--- src/rtl/carbon_cai_host_ring.sv ---
`default_nettype none
// ============================================================================
//  Module   : carbon_cai_host_ring
//  Purpose  : Host-side in-order CAI ring manager. Allocates submit slots and
//             tags, rings the submit doorbell, tracks completion messages and
//             exposes the head completion record with its expected tag.
//             Flags tag mismatch, spurious completion, bad commit and timeout.
//  Revision : 1.0  initial release
// ============================================================================
module carbon_cai_host_ring #(
    parameter int          SUBMIT_DEPTH      = 4,
    parameter int          COMP_DEPTH        = 4,
    parameter int          SUBMIT_DESC_BYTES = 64,
    parameter int          COMP_REC_BYTES    = 32,
    parameter logic [31:0] TAG_INIT          = 32'h1,
    parameter int          TIMEOUT_CYCLES    = 20000
) (
    input  logic        clk,
    input  logic        rst_n,
    input  logic        cfg_enable,
    input  logic [63:0] cfg_submit_base,
    input  logic [63:0] cfg_comp_base,
    input  logic [15:0] cfg_context,
    input  logic        alloc_valid,
    output logic        alloc_ready,
    output logic [31:0] alloc_tag,
    output logic [63:0] alloc_addr,
    input  logic        commit,
    output logic [63:0] cai_submit_base,
    output logic [31:0] cai_submit_size,
    output logic [15:0] cai_context_sel,
    output logic        cai_submit_doorbell,
    input  logic        cai_comp_msg,
    output logic        comp_valid,
    input  logic        comp_ready,
    output logic [63:0] comp_addr,
    output logic [31:0] comp_exp_tag,
    input  logic [31:0] comp_rd_tag,
    output logic [8:0]  outstanding,
    output logic        err_tag,
    output logic        err_spurious,
    output logic        err_commit,
    output logic        err_timeout,
    input  logic        err_clear
);

    localparam logic [8:0]  c_SUB_DEPTH = 9'(SUBMIT_DEPTH);
    localparam logic [8:0]  c_SUB_MASK  = 9'(SUBMIT_DEPTH - 1);
    localparam logic [63:0] c_COMP_MASK = 64'(COMP_DEPTH - 1);
    localparam logic [63:0] c_SUB_STRIDE  = 64'(SUBMIT_DESC_BYTES);
    localparam logic [63:0] c_COMP_STRIDE = 64'(COMP_REC_BYTES);
    localparam logic [31:0] c_TIMEOUT   = 32'(TIMEOUT_CYCLES);

    // Tag sequence skips zero so a zeroed record can never look valid.
    function automatic logic [31:0] f_next_tag(input logic [31:0] tag);
        return (tag == 32'hFFFF_FFFF) ? 32'h1 : tag + 32'h1;
    endfunction

    logic [8:0]  r_alloc_idx;
    logic [8:0]  r_commit_idx;
    logic [8:0]  r_retire_idx;
    logic [8:0]  r_pending;
    logic [31:0] r_issue_tag;
    logic [31:0] r_exp_tag;
    logic [31:0] r_timer;
    logic        r_doorbell;
    logic        r_err_tag;
    logic        r_err_spurious;
    logic        r_err_commit;
    logic        r_err_timeout;

    logic [8:0]  w_outstanding;
    logic [8:0]  w_inflight;
    logic        w_slot_open;
    logic        w_alloc_ready;
    logic        w_alloc_fire;
    logic        w_commit_ok;
    logic        w_commit_bad;
    logic        w_msg_ok;
    logic        w_msg_bad;
    logic        w_comp_valid;
    logic        w_retire;
    logic        w_tag_bad;
    logic        w_timer_clr;
    logic        w_timer_hit;

    // Ring occupancy and handshake qualification.
    always_comb begin
        w_outstanding = r_alloc_idx - r_retire_idx;
        w_inflight    = r_commit_idx - r_retire_idx - r_pending;
        // An allocated-but-uncommitted slot exists when alloc has run ahead of commit.
        w_slot_open   = (r_alloc_idx != r_commit_idx);
        // rst_n gating keeps the grant low while the synchronous reset is applied.
        w_alloc_ready = rst_n && cfg_enable && (w_outstanding < c_SUB_DEPTH) && !w_slot_open;
        w_alloc_fire  = alloc_valid && w_alloc_ready;
        w_commit_ok   = commit && w_slot_open;
        w_commit_bad  = commit && !w_slot_open;
        w_msg_ok      = cai_comp_msg && (w_inflight != 9'd0);
        w_msg_bad     = cai_comp_msg && (w_inflight == 9'd0);
        w_comp_valid  = (r_pending != 9'd0);
        w_retire      = w_comp_valid && comp_ready;
        w_tag_bad     = w_retire && (comp_rd_tag != r_exp_tag);
        // Any sign of progress (or nothing to wait for) restarts the watchdog.
        w_timer_clr   = cai_comp_msg || w_retire || err_clear || (w_inflight == 9'd0);
        // Flag on the same edge the count reaches the limit.
        w_timer_hit   = !w_timer_clr && (r_timer >= c_TIMEOUT - 32'd1);
    end

    // Ring indices and tag sequencers.
    always_ff @(posedge clk) begin
        if (!rst_n) begin
            r_alloc_idx  <= 9'd0;
            r_commit_idx <= 9'd0;
            r_retire_idx <= 9'd0;
            r_issue_tag  <= TAG_INIT;
            r_exp_tag    <= TAG_INIT;
        end else begin
            if (w_alloc_fire) begin
                r_alloc_idx <= r_alloc_idx + 9'd1;
                r_issue_tag <= f_next_tag(r_issue_tag);
            end
            if (w_commit_ok) begin
                r_commit_idx <= r_commit_idx + 9'd1;
            end
            if (w_retire) begin
                r_retire_idx <= r_retire_idx + 9'd1;
                r_exp_tag    <= f_next_tag(r_exp_tag);
            end
        end
    end

    // Pending completions: a message and a retire in one cycle cancel out.
    always_ff @(posedge clk) begin
        if (!rst_n) begin
            r_pending <= 9'd0;
        end else if (w_msg_ok && !w_retire) begin
            r_pending <= r_pending + 9'd1;
        end else if (w_retire && !w_msg_ok) begin
            r_pending <= r_pending - 9'd1;
        end
    end

    // No-progress watchdog; saturates at the limit.
    always_ff @(posedge clk) begin
        if (!rst_n) begin
            r_timer <= 32'd0;
        end else if (w_timer_clr) begin
            r_timer <= 32'd0;
        end else if (r_timer < c_TIMEOUT) begin
            r_timer <= r_timer + 32'd1;
        end
    end

    // Registered doorbell, one pulse per accepted commit.
    always_ff @(posedge clk) begin
        if (!rst_n) begin
            r_doorbell <= 1'b0;
        end else begin
            r_doorbell <= w_commit_ok;
        end
    end

    // Sticky error flags; a clear wins over a same-cycle set.
    always_ff @(posedge clk) begin
        if (!rst_n) begin
            r_err_tag      <= 1'b0;
            r_err_spurious <= 1'b0;
            r_err_commit   <= 1'b0;
            r_err_timeout  <= 1'b0;
        end else if (err_clear) begin
            r_err_tag      <= 1'b0;
            r_err_spurious <= 1'b0;
            r_err_commit   <= 1'b0;
            r_err_timeout  <= 1'b0;
        end else begin
            if (w_tag_bad)    r_err_tag      <= 1'b1;
            if (w_msg_bad)    r_err_spurious <= 1'b1;
            if (w_commit_bad) r_err_commit   <= 1'b1;
            if (w_timer_hit)  r_err_timeout  <= 1'b1;
        end
    end

    // Output mapping; addresses are base plus slot offset in 64-bit arithmetic.
    always_comb begin
        alloc_ready         = w_alloc_ready;
        alloc_tag           = r_issue_tag;
        alloc_addr          = cfg_submit_base + 64'(r_alloc_idx & c_SUB_MASK) * c_SUB_STRIDE;
        cai_submit_base     = cfg_submit_base;
        cai_submit_size     = 32'(SUBMIT_DEPTH);
        cai_context_sel     = cfg_context;
        cai_submit_doorbell = r_doorbell;
        comp_valid          = w_comp_valid;
        comp_addr           = cfg_comp_base + (64'(r_retire_idx) & c_COMP_MASK) * c_COMP_STRIDE;
        comp_exp_tag        = r_exp_tag;
        outstanding         = w_outstanding;
        err_tag             = r_err_tag;
        err_spurious        = r_err_spurious;
        err_commit          = r_err_commit;
        err_timeout         = r_err_timeout;
    end

endmodule
`default_nettype wire

--- config.mk ---
export PLATFORM = sky130hd
export DESIGN_NAME = carbon_cai_host_ring
export DESIGN_NICKNAME = d
export VERILOG_FILES = /design/src/rtl/carbon_cai_host_ring.sv
export SDC_FILE = /design/constraint.sdc
export NUM_CORES = 1
export LEC_CHECK = 0
export CORE_AREA = 2 2 199 201
export CTS_CLUSTER_DIAMETER = 120
export CTS_CLUSTER_SIZE = 20
export DETAILED_ROUTE_END_ITERATION = 10
export DIE_AREA = 0 0 201 203
export PLACE_DENSITY_LB_ADDON = 0.05
export SYNTH_ARGS = -nofsm -noshare
export SYNTH_HDL_FRONTEND = slang
export SYNTH_SLANG_ARGS = --single-unit
--- constraint.sdc ---
create_clock -name clk -period 5.9 [get_ports clk]
set_clock_uncertainty 0.2 [all_clocks]
set_input_delay 0.885 -clock clk [delete_from_list [all_inputs] [get_ports clk]]
set_output_delay 0.885 -clock clk [all_outputs]
set_load 0.02 [all_outputs]
==> results of run 1 <==
-- kinds of logic after synthesis --
| family | Yosys count | synth area share |
|---|---|---|
| AOI/OAI and AO/OA | 119 | 0.0721 |
| xor gates and xnor gates | 230 | 0.182 |
| adders and majority gates | 48 | 0.0625 |
| buffers and inverters | 223 | 0.121 |
| DFF | 137 | 0.248 |
| muxes | 25 | 0.0229 |
| other | 2 | 0.000679 |
| and+or+nand+nor | 609 | 0.291 |
-- how the worst min path moves through the flow --
stage | to | slack (ns)
final | r_timer[31] | 0.28
after CTS | r_timer[31] | 0.28
after global placement | err_commit | 0.25
after global routing | r_timer[30] | 0.29
after floorplan | r_timer[30] | 0.24
after detailed placement | err_commit | 0.26
-- sequential cells by signal, indices dropped and copies added (netlist names), 9 cells and up --
name          cells
alloc_tag        32
comp_exp_tag     32
r_timer          32
r_alloc_idx       9
r_commit_idx      9
r_pending         9
r_retire_idx      9
-- repair_timing --
item                                    CTS  global route
endpoints found under the setup margin    0             6
hold endpoints to repair                  0             0
gates resized for setup                   0             5
-- cell usage in the layout (no fill, tap or decap), types with 6 or more instances in the layout --
cell,count
a211oi_1,6
a21oi_1,38
and2_1,12
and3_1,67
and4_1,19
buf_4,13
clkbuf_16,17
clkdlybuf4s50_1,411
clkinv_4,6
conb_1,32
dfxtp_1,137
diode_2,8
fa_1,12
ha_1,36
inv_1,58
mux2i_1,23
nand2_1,113
nand2b_1,19
nand3_1,85
nand4_1,48
nor2_1,129
nor3_1,34
nor4_1,22
o21a_1,7
o21ai_0,20
o31ai_1,12
or3_1,14
or4_1,11
xnor2_1,161
xor2_1,69
-- per-stage QoR --
step           power, mW  setup slack [ns]  instance area (um2)
5_1_grt             4.17            0.0346                15500
3_3_place_gp        2.93             0.293                14900
2_1_floorplan       2.26             0.294                11200
4_1_cts             3.96             0.154                15500
3_5_place_dp        2.93             0.156                14900
6_report            3.91             0.315                15500
-- final cells by class --
type / instances / area (um2) / share of cell area
Tap cell: 518 / 648 / 0.0418
Clock inverter: 13 / 98.8 / 0.00638
Inverter: 59 / 221 / 0.0143
Antenna cell: 8 / 20.0 / 0.00129
Clock buffer: 19 / 443 / 0.0286
Timing Repair Buffer: 424 / 4210 / 0.272
Multi-Input combinational cell: 1063 / 7100 / 0.459
Sequential cell: 137 / 2740 / 0.177
-- power by group through the flow --
stage          combinational (mW)  sequential (mW)  clock (mW)
4_1_cts                      1.88             1.04        1.04
2_1_floorplan                1.21             1.05           0
6_report                     1.87             1.04        1.00
5_1_grt                      2.05             1.05        1.06
3_5_place_dp                 1.87             1.06           0
3_3_place_gp                 1.87             1.06           0
-- per-layer routing --
metal | part of all wire | up-vias | global-route usage
met2 | 0.47 | 376 | 0.359
met1 | 0.42 | 5071 | 0.258
li1 | - | 5289 | -
met3 | 0.073 | 67 | 0.0610
met4 | 0.037 | 8 | 0.109
met5 | 0.0029 | - | 0.0167
==> metrics.md, run 1 <==
| Metric | Value |
|---|---|
| Detailed Routing Iterations Pass 1 | 5 |
| Pwr per Cell Area | 253 nW/um2 |
| Skew-Pair Late Insertion Delay | 0.43 ns |
| DRC violations left | 0 |
| Final setup TNS | 0 ns |
| WP depth | 10 |
| Reg2Reg Setup Slack | 0.49 ns |
| Worst path arrival time | 4.50 ns |
| Total CTS buffers | 17 |
| Routed Antenna Nets | 0 |
| Kind of critical path | input port to primary output |
| Synthesized area | 11100 um2 |
| Final setup vio count | 0 |
| Global Route Usage Sum | 0.218 |
| R2R depth | 21 |
| Maximum vdd drop | 0.143 mV |
| Layout Area Growth over Synthesis | 40.1% |
| Cells along the critical path | clkdlybuf4s50_1 > ha_1 > a21oi_1 > or4b_1 > nor2_4 > nand3_1 > or4_1 > nor3_2 > xor2_1 > clkdlybuf4s50_1 |
| Global-route wire length before repair | 67.0 mm |
| Core ar. | 38500 um2 |
| Worst R2R End | r_pending[8] |
| CP endpoint kind | primary output |
| Die height | 203 um |
| FILL cells | 4003 |
| CTS max path bufs | 2 |
| CP Buf/Inv Count | 2 |
| Int Power | 2.33 mW |
| Initial antenna violation count | 11 |
| Vias per inst | 4.82 |
| Synth top area share | 0.248 |
| Hold Crit Start | r_timer[31] |
| Overflow after GRT | 0 |
| RR Startpoint | r_commit_idx[0] |
| CP max stage cell | clkdlybuf4s50_1 |
| Max_slew headroom | 0.299 |
| Period utilization | 0.947 |
| Final Wtd Congestion | 0.933 |
| Tightest Pin Transition | 1.04 ns |
| Placed insts | 2201 |
| Fin. Hold Viols | 0 |
| Number of global-route vias before repair | 10400 |
| #FFs+latches synth | 137 |
| WHS | 0.280 ns |
| Crit-path max FO | 6 |
| Critical Path Start Type | input port |
| Syn_area_per_cell | 7.94 um2 |
| Switching Share | 0.405 |
| CTS hold repair buffers | 0 |
| DRT iter0 DRCs | 512 |
| Worst Setup SP | cfg_comp_base[6] |
| Yosys cell types | 70 |
| Nets | 1934 |
| Sw power | 1.58 mW |
| Hold path depth | 1 |
| Leakage dissipation | 5.71 nW |
| Layout cell share with drive strength beyond 1 | 0.0408 |
| Hold Crit Class | flip-flop to flip-flop |
| Largest net degree at the start of global routing | 40 |
| Root buffer cell | clkbuf_16 |
| Crit path largest cell delay | 0.66 ns |
| Number of cells produced by synthesis | 1393 |
| Most frequent cells after synthesis | 161 x xnor2_1, 137 x dfxtp_1, 131 x nor2_1 |
| Count leader, synth | xnor2_1 |
| Setup bufs post-CTS | 0 |
| I/O pin total | 504 |
| CTS tree | yes |
| CP delay by family, top | simple AND/OR/NAND/NOR gates |
| CP endpoint | comp_addr[54] |
| Post-synthesis async set-or-reset flop share | 0 |
| Placement row count | 72 |
| Max_cap viols | 0 |
| H-Tree Depth | 4 |
| CTS Sinks | 137 |
| Fin crit period | 5.58 ns |
| Fin util | 0.403 |
| Initial Util | 0.287 |
| RSZ-0062 raised after global routing | no |
| Largest area contributor in the netlist | dfxtp_1 |
| Worst path required time | 4.82 ns |
| Final cell count without fillers | 2241 |
| Predominant post-synthesis flop cell | dfxtp_1 |
| Ys Warns | 0 |
| Number of synthesized flops with an enable pin | 0 |
| Clock share of power | 0.256 |
| Top cells by area, synth | dfxtp_1 25%, xnor2_1 13%, buf_4 8.5% |
| Clock-pin slew on the worst setup and hold paths | 0.06 ns |
| Die Wd | 201 um |
| F_max | 0.179 GHz |
| Flop pwr share | 0.267 |
| DR WL/cell | 20.4 um |
| Total die area | 40800 um2 |
| CP most frequent cell | clkdlybuf4s50_1 |
| Dpl hpwl | 38.0 mm |
| Sequential share of the synthesized area | 0.248 |
| Final Max Slew Viols | 0 |
| Combinational share of power | 0.477 |
| Outcome | finished clean |
| Final WL | 45.8 mm |
| PortBufs | 411 |
| Vias after detailed routing | 10800 |
Note: power is estimated with default switching activity, not from simulation.
==> inputs of run 2 (changes only) <==
- PLACE_DENSITY: not set -> 0.71
- PLACE_DENSITY_LB_ADDON: 0.05 -> not set
- SLEW_MARGIN: not set -> 20
==> metrics.md, run 2 (synthesis gave the netlist of run 1 again) <==
| Metric | Value |
|---|---|
| Kind of critical path | flip-flop to flip-flop |
| Final WL | 44.4 mm (-3.1%) |
| Placement row count | 72 (unchanged) |
| CTS tree | yes |
| Final setup vio count | 0 (unchanged) |
| Final cell count without fillers | 2246 (+0.22%) |
| Initial antenna violation count | 19 (+8) |
| Core ar. | 38500 um2 (unchanged) |
| Multi-input logic area | 7120 um2 (+0.25%) |
| Worst Slack Setup Final | 0.241 ns (-0.0744 ns) |
| Initial Util | 0.287 (unchanged) |
| Global Route Usage Sum | 0.210 (-0.00764) |
| Pwr per Cell Area | 252 nW/um2 (-0.16%) |
| Global-route wire length before repair | 65.7 mm (-1.9%) |
| Vias per inst | 4.96 (+2.8%) |
| Die height | 203 um (unchanged) |
| Largest net degree at the start of global routing | 40 (unchanged) |
| CTS Sinks | 137 (unchanged) |
| Fin. Hold Viols | 0 (unchanged) |
| Number of global-route vias before repair | 10800 (+3.2%) |
| Layout cell share with drive strength beyond 1 | 0.0442 (+0.00342) |
| Max_cap viols | 0 (unchanged) |
| Clock-pin slew on the worst setup and hold paths | 0.06 ns (about the same) |
| Max_slew headroom | 0.313 (+0.0145) |
| F_max | 0.177 GHz (-1.3%) |
| Overflow after GRT | 0 (unchanged) |
| Worst path arrival time | 5.81 ns (+1.31 ns) |
| Most frequent cells in the layout | 410 x clkdlybuf4s50_1, 161 x xnor2_1, 137 x dfxtp_1 |
| Final Max Slew Viols | 0 (unchanged) |
| Leakage dissipation | 5.75 nW (+0.64%) |
| Vias after detailed routing | 11100 (+3.0%) |
| CTS hold repair buffers | 0 (unchanged) |
| Tightest Pin Transition | 1.03 ns (-0.0137 ns) |
| DR WL/cell | 19.8 um (-3.3%) |
| Hold path depth | 1 (unchanged) |
| Commonest non-fill, non-tap cell in the layout | clkdlybuf4s50_1 |
| I/O pin total | 504 (unchanged) |
| FILL cells | 3884 (-3.0%) |
| Routed Antenna Nets | 0 (unchanged) |
| R2R depth | 22 (+4.8%) |
| CP endpoint kind | flip-flop |
| Total die area | 40800 um2 (unchanged) |
| Hold Crit Class | flip-flop to flip-flop |
| DRC violations left | 0 (unchanged) |
| Dpl hpwl | 37.5 mm (-1.2%) |
| Root buffer cell | clkbuf_16 |
| Storage element area | 2740 um2 (unchanged) |
| Period utilization | 0.959 (+0.0126) |
| Detailed Routing Iterations Pass 1 | 6 (+1) |
| Total CTS buffers | 17 (unchanged) |
| H-Tree Depth | 4 (unchanged) |
| Critical Path Start Type | flip-flop |
| Outcome | finished clean |
| Skew-Pair Late Insertion Delay | 0.42 ns (about the same) |
| CTS max path bufs | 2 (unchanged) |
| Final Wtd Congestion | 1.01 (+8.0%) |
| Placed insts | 2205 (+0.18%) |
| Total power | 3.92 mW (+0.23%) |
| Nets | 1939 (+0.26%) |
| DRT iter0 DRCs | 599 (+17%) |
| Fin crit period | 5.66 ns (+0.0744 ns) |
| Crit-path max FO | 8 (+2) |
| Worst path required time | 6.05 ns (+1.23 ns) |
| PortBufs | 411 (unchanged) |
| Maximum vdd drop | 0.212 mV (+48%) |
| Layout Area Growth over Synthesis | 40.6% |
| Die Wd | 201 um (unchanged) |
| Worst slack, placed | -0.0123 ns (-0.169 ns) |
[run 2: path summary, 6_finish.rpt]
path,start,endpoint,slack (ns)
hold / removal,err_commit,err_commit,0.27
hold reg to reg,err_commit,err_commit,0.27
setup reg to reg,r_commit_idx[0],r_pending[8],0.24
setup / recovery,r_commit_idx[0],r_pending[8],0.24
[run 2: critical path, cell delays in order (launching register included)]
cell and delay [ns]:
dfxtp_1 0.43, inv_1 0.09, fa_1 0.56, inv_1 0.05
ha_1 0.18, or2_2 0.29, fa_1 0.40, a21o_1 0.21
a21oi_2 0.21, nor3_1 0.11, a2111oi_4 0.34, nand3_1 0.16
and2_1 0.19, ha_1 0.23, inv_2 0.14, ha_1 0.28
nor2b_1 0.15, o21ai_0 0.29, a21oi_1 0.16, o21a_1 0.23
o41ai_2 0.23, mux2i_1 0.25, mux2i_1 0.19
[run 2: power breakdown]
group | switching, mW | total [mW] | internal (mW)
clock | 0.406 | 0.989 | 0.583
sequential | 0.0666 | 1.04 | 0.973
combinational | 1.08 | 1.89 | 0.818
total | 1.55 | 3.92 | 2.37
[run 2: timing repair]
item / in CTS / in global routing
endpoints found under the setup margin: 1 / 5
endpoints found under the hold margin: 0 / 0
buffers inserted: 0 / 1
gates resized for setup: 1 / 6
pin swaps: 1 / 1
[run 2: stage by stage]
step                       util  instance area (um2)  setup TNS [ns]  hold WS (ns)
after floorplan               -                11200               0         0.244
after global placement    0.388                14900               0         0.253
after detailed placement  0.388                14900         -0.0123         0.259
after CTS                 0.403                15500               0         0.280
after global routing      0.404                15500         -0.0228         0.292
final                     0.404                15500               0         0.273
[run 2: final cells by class]
class	instances	area share
multi-input cells	1063	0.458
repair buffers	429	0.273
flip-flops and latches	137	0.176
well taps	518	0.0417
clock buffers	18	0.0282
inverters	59	0.0142
clock inverters	12	0.00676
diodes	10	0.00161
[run 2: per-layer routing]
| metal | GRT usage | share of wire | wire length [um] | vias up |
|---|---|---|---|---|
| li1 | - | - | - | 5289 |
| met1 | 0.244 | 0.39 | 17200 | 5225 |
| met2 | 0.361 | 0.49 | 21700 | 526 |
| met3 | 0.0629 | 0.087 | 3850 | 84 |
| met4 | 0.0831 | 0.035 | 1570 | 12 |
| met5 | 0.00357 | 0.0019 | 84 | - |
